--- config.mk ---
export PLATFORM = sky130hd
export DESIGN_NAME = skut_frame_arbiter
export DESIGN_NICKNAME = d
export VERILOG_FILES = /design/src/rtl/skut_frame_arbiter.sv
export SDC_FILE = /design/constraint.sdc
export NUM_CORES = 1
export LEC_CHECK = 0
export CAP_MARGIN = 15
export CORE_MARGIN = 3
export CORE_UTILIZATION = 31
export DETAILED_ROUTE_END_ITERATION = 16
export GPL_TIMING_DRIVEN = 0
export PLACE_DENSITY = 0.64
export SLEW_MARGIN = 10
export SYNTH_ARGS = -nofsm -noshare
export SYNTH_HDL_FRONTEND = slang
export SYNTH_SLANG_ARGS = --single-unit
--- constraint.sdc ---
create_clock -name iClk -period 3.2 [get_ports iClk]
set_clock_uncertainty 0.2 [all_clocks]
set_input_delay 0.48 -clock iClk [delete_from_list [all_inputs] [get_ports iClk]]
set_output_delay 0.48 -clock iClk [all_outputs]
set_load 0.005 [all_outputs]
--- src/rtl/skut_frame_arbiter.sv ---
// skut_frame_arbiter
// Shares the write port of the ping-pong SKUT frame RAM (2 pages x 128 bytes)
// between the SKUT former (0), the DDC channel writer (1) and the LCC writer (2).
// Round-robin grant, one-cycle write latency, page swap on each rising edge of
// the 8 kHz frame strobe, per-frame write count and sticky starvation flags.
module skut_frame_arbiter #(
  parameter int ADDR_W   = 7,
  parameter int DATA_W   = 8,
  parameter int MAX_WAIT = 8
) (
  input  logic              iClk,
  input  logic              reset,
  input  logic              i8KHz,
  input  logic              iEn,
  input  logic              iErrClr,
  input  logic [2:0]        iReq,
  input  logic [ADDR_W-1:0] iAddr0,
  input  logic [ADDR_W-1:0] iAddr1,
  input  logic [ADDR_W-1:0] iAddr2,
  input  logic [DATA_W-1:0] iData0,
  input  logic [DATA_W-1:0] iData1,
  input  logic [DATA_W-1:0] iData2,
  output logic [2:0]        oAck,
  output logic [ADDR_W:0]   oRamAddr,
  output logic [DATA_W-1:0] oRamData,
  output logic              oRamWrEn,
  output logic              oRdPage,
  output logic              oSwap,
  output logic [7:0]        oFrameWrCnt,
  output logic [2:0]        oWaitErr
);

  localparam int              WAIT_W   = $clog2(MAX_WAIT + 1);
  localparam logic [WAIT_W-1:0] WAIT_MAX = WAIT_W'(MAX_WAIT);
  localparam logic [WAIT_W-1:0] WAIT_SET = WAIT_W'(MAX_WAIT - 1);

  // Strobe synchroniser: two metastability flops plus the edge register.
  logic sync_q1, sync_q2, sync_q3;
  logic strobe_rise;

  logic              wr_page;
  logic [1:0]        last_ptr;
  logic [7:0]        frame_cnt;
  logic [7:0]        frame_cnt_next;
  logic [WAIT_W-1:0] wait_cnt [3];

  logic [2:0]        eligible;
  logic              grant;
  logic [1:0]        win;
  logic [2:0]        win_onehot;
  logic [1:0]        cand0, cand1, cand2;
  logic [ADDR_W-1:0] addr_sel;
  logic [DATA_W-1:0] data_sel;
  logic [2:0]        starving;
  logic [2:0]        err_set;

  // Cyclic successor of a requester index (0 -> 1 -> 2 -> 0).
  function automatic logic [1:0] next_idx(input logic [1:0] p);
    return (p == 2'd2) ? 2'd0 : p + 2'd1;
  endfunction

  assign strobe_rise = sync_q2 & ~sync_q3;
  assign oRdPage     = ~wr_page;

  // Round-robin winner search starting just after the last granted requester.
  always_comb begin
    // NOTE: every output of this block gets a default first, so no path
    // leaves a signal unassigned and no latch is inferred.
    eligible   = iReq & ~oAck;
    cand0      = next_idx(last_ptr);
    cand1      = next_idx(cand0);
    cand2      = next_idx(cand1);
    grant      = iEn & (|eligible);
    win        = cand2;
    win_onehot = 3'b000;
    if (eligible[cand0])      win = cand0;
    else if (eligible[cand1]) win = cand1;
    if (grant) win_onehot = 3'(3'b001 << win);
  end

  // Address/data of the winning requester.
  always_comb begin
    addr_sel = iAddr2;
    data_sel = iData2;
    case (win)
      2'd0:    begin addr_sel = iAddr0; data_sel = iData0; end
      2'd1:    begin addr_sel = iAddr1; data_sel = iData1; end
      default: begin addr_sel = iAddr2; data_sel = iData2; end
    endcase
  end

  // Saturating frame count including any grant made this cycle, and the
  // per-requester starvation set condition.
  always_comb begin
    frame_cnt_next = (grant && frame_cnt != 8'hFF) ? frame_cnt + 8'd1 : frame_cnt;
    starving       = iReq & ~win_onehot;
    err_set        = 3'b000;
    for (int n = 0; n < 3; n++) begin
      if (starving[n] && wait_cnt[n] >= WAIT_SET) err_set[n] = 1'b1;
    end
  end

  // Grant pipeline: the decided write reaches the RAM port one cycle later.
  always_ff @(posedge iClk) begin
    // NOTE: sequential state uses non-blocking assignments so every flop
    // samples the pre-edge values regardless of statement order.
    if (reset) begin
      oRamWrEn <= 1'b0;
      oAck     <= 3'b000;
      oRamAddr <= '0;
      oRamData <= '0;
      last_ptr <= 2'd2;
    end else begin
      oRamWrEn <= grant;
      oAck     <= win_onehot;
      if (grant) begin
        oRamAddr <= {wr_page, addr_sel};
        oRamData <= data_sel;
        last_ptr <= win;
      end
    end
  end

  // Strobe synchroniser, page swap and frame write count.
  always_ff @(posedge iClk) begin
    if (reset) begin
      sync_q1     <= 1'b0;
      sync_q2     <= 1'b0;
      sync_q3     <= 1'b0;
      wr_page     <= 1'b0;
      oSwap       <= 1'b0;
      oFrameWrCnt <= 8'd0;
      frame_cnt   <= 8'd0;
    end else begin
      sync_q1 <= i8KHz;
      sync_q2 <= sync_q1;
      sync_q3 <= sync_q2;
      oSwap   <= strobe_rise;
      if (strobe_rise) begin
        // A grant in the swap cycle used the old page, so it closes this frame.
        wr_page     <= ~wr_page;
        oFrameWrCnt <= frame_cnt_next;
        frame_cnt   <= 8'd0;
      end else begin
        frame_cnt <= frame_cnt_next;
      end
    end
  end

  // Starvation wait counters and sticky flags; a same-cycle set beats the clear.
  always_ff @(posedge iClk) begin
    if (reset) begin
      for (int n = 0; n < 3; n++) wait_cnt[n] <= '0;
      oWaitErr <= 3'b000;
    end else begin
      for (int n = 0; n < 3; n++) begin
        if (!starving[n])              wait_cnt[n] <= '0;
        else if (wait_cnt[n] != WAIT_MAX) wait_cnt[n] <= wait_cnt[n] + 1'b1;
      end
      oWaitErr <= (iErrClr ? 3'b000 : oWaitErr) | err_set;
    end
  end

endmodule

==> flow_summary.toml <==
[status]
status = "finished, final reports clean"

[yosys]
synth.avg_cell_area_um2 = 9.99
ys.flop_type = "dfxtp_1"
synth_area_um2 = 2830
ys_seq_area_share_pct = 45.3
synth_nets = 343
ys_types = 53
synth-seq-cells = 58
synth_edf_count = 12
syn-instance-count = 283
yosys_warnings = 0
ys_async_sr_fraction_pct = 0

[pwr]
ir_worst_vdd_mv = 0.185
power.density_nw_per_um2 = 458
p_clk_share_pct = 39.0
seqPwrFrac_pct = 43.5
power_frac_comb_pct = 17.6
leakagePower_nw = 1.48
switchingPower_mw = 0.463
power_mw = 1.84
intPower_mw = 1.38
p_sw_share_pct = 25.1

[clock_tree]
cts_hold_buf = 0
cts_resized = 0
post_cts_buffers = 0
clock_sinks = 58
root_buffer = "clkbuf_8"
cts_tree = "yes"
clock_latency_ps = 330
numCtsBuffers = 9
clkTransAtPathRegs_ps = 70
max-clock-path-buffers = 2
htree_levels = 3

[finish]
syn_to_final_growth_pct = 42.4
multi_input_area_um2 = 1420
nets = 439
regArea_um2 = 1280
fin_area_um2 = 4030
finalNonFillerCells = 492
final.fill_count = 858
drive_gt1_share_pct = 13.8
num_antenna_cells = 0

[worst_setup_path]
cp.required_ps = 3020
cp-start-kind = "input port"
crit_fanout = 8
cp-end-kind = "flip-flop"
crit_type = "in2reg"
cp_data_arrival_time_ps = 2370

[sta]
setup_tns_ps = 0
final-hold-violation-count = 0
slew_headroom_pct = 58.2
clock.fmax_mhz = 393
period_minus_slack_ps = 2540
maxSlewViolCount = 0
hold_slack_ps = 246
rsz0062_at_grt = "no"
setup_viol_count_final = 0
worst_slew_pin_slew_ps = 627
fin_crit_sh_pct = 79.5

[placed_design]
place_congestion = 0.745
dp.cells = 476
portBuffers = 85
placed_cell_area_um2 = 3810
dpl.hpwl_um = 5470

[global_routing]
grtUsageTotal_pct = 14.9
grt_pass1_vias = 2436
grt_max_degree = 11
gr-total-overflow = 0
grt_pass1_wl_um = 11900
antenna_found_initial = 0

[routing]
drc = 0
antenna_left = 0
dr.first_iter.drc_count = 61
wire_per_inst_um = 14.7
drt_first_pass_iters = 4
via_per_inst = 4.91
vias = 2414
totalWireLength_um = 7220

[floorplan]
initial_utilization_pct = 32.1
num_rows = 34
io_pins = 86
fp.dieW_um = 102
floorplan.die_area_um2 = 10300
die_y_um = 102
core-area_um2 = 8810

[worst_hold_path]
hold_path_class = "reg2reg"

[run]
max_cap_viol_count = 0
==> power by group through the flow <==
stage               Combinational (mW)  Sequential, mW  Clock (mW)
floorplan                        0.167           0.815           0
global placement                 0.322           0.816           0
detailed placement               0.325           0.817           0
CTS                              0.327           0.801       0.736
global route                     0.353           0.805       0.767
finish                           0.323           0.801       0.718
==> critical path: stages <==
cell and delay (ps):
clkdlybuf4s50_1 490, and2b_4 250, o32ai_4 520, nand2_1 140, nand3b_1 230, nand2b_1 250
==> registers in the layout, indices dropped and copies added, names as in the netlist <==
name	flops
oSwap	1
frame_cnt	8
oRamWrEn	1
wr_page	1
wait_cnt	12
oWaitErr	3
sync_q1	1
oRamData	8
sync_q3	1
oRamAddr	8
oAck	3
oFrameWrCnt	8
sync_q2	1
last_ptr	2
==> per-stage QoR <==
stage          setup WS [ps]  utilization (%)
2_1_floorplan           1120                -
3_3_place_gp             329             43.3
3_5_place_dp             343             43.3
4_1_cts                  700             45.7
5_1_grt                  564             45.7
6_report                 656             45.7
==> synth_stat cells, drive strengths merged (3+ instances only) <==
library cell | n | share of area (%)
a21oi | 7 | 1.2
ha | 7 | 3.1
nor3 | 6 | 1.2
edfxtp | 12 | 13
dfxtp | 46 | 33
nor3b | 5 | 1.5
o2bb2ai | 3 | 0.93
buf | 9 | 2.6
nand2b | 7 | 1.5
xnor2 | 9 | 2.8
nand3 | 4 | 0.71
a221oi | 14 | 6.3
nand2 | 35 | 4.6
a211oi | 12 | 4.4
inv | 13 | 1.7
mux2i | 3 | 1.1
o21ai | 11 | 1.9
nor2 | 39 | 5.2
nor2b | 6 | 1.9
==> worst paths after layout <==
| kind | start | end | slack [ps] | cells after the start |
|---|---|---|---|---|
| min reg2reg | sync_q1$_SDFF_PP0_ | sync_q2$_SDFF_PP0_ | 250 | 1 |
| min | sync_q1$_SDFF_PP0_ | sync_q2$_SDFF_PP0_ | 250 | 1 |
| max | iReq[0] | wait_cnt[2][1]$_SDFFCE_PN0P_ | 660 | 6 |
| max reg2reg | last_ptr[1]$_SDFFE_PP1P_ | wait_cnt[2][1]$_SDFFCE_PN0P_ | 980 | 5 |
==> cell families after synthesis <==
logic type	synth area share (%)
AO/OA/AOI/OAI	21.7
XOR/XNOR	3.10
adder cells (fa/ha/maj)	3.10
buffers and inverters	4.56
flip-flops	45.3
multiplexers	1.46
AND/OR/NAND/NOR	20.8
==> layout by cell type (no fill, tap or decap), drive strengths merged, types with 3 or more instances in the layout <==
cell / instances
clkdlybuf4s50: 85
dfxtp: 46
nor2: 39
nand2: 35
inv: 14
clkbuf: 14
a221oi: 14
edfxtp: 12
a211oi: 12
o21ai: 11
xnor2: 9
buf: 9
nand2b: 7
a21oi: 7
ha: 7
nor3: 6
nor2b: 6
nor3b: 5
nand3: 4
mux2i: 3
o2bb2ai: 3
==> layout make-up <==
type	count	share of cell area [%]
buffer	11	1.99
clock buffer	12	4.13
clock inverter	4	1.15
inverter	13	1.21
multi-input combinational	201	35.2
sequential	58	31.8
tap	108	3.36
timing repair buffer	85	21.1
==> metal layers <==
metal | vias up | share of wire [%] | wire, um | global-route usage, %
li1 | 1203 | - | - | -
met1 | 1147 | 45 | 3280 | 18.8
met2 | 58 | 48 | 3480 | 23.8
met3 | 6 | 5.6 | 407 | 4.75
met4 | 0 | 0.66 | 48 | 5.11
met5 | - | 0 | 0 | 0
(Power assumes the default switching activity.)
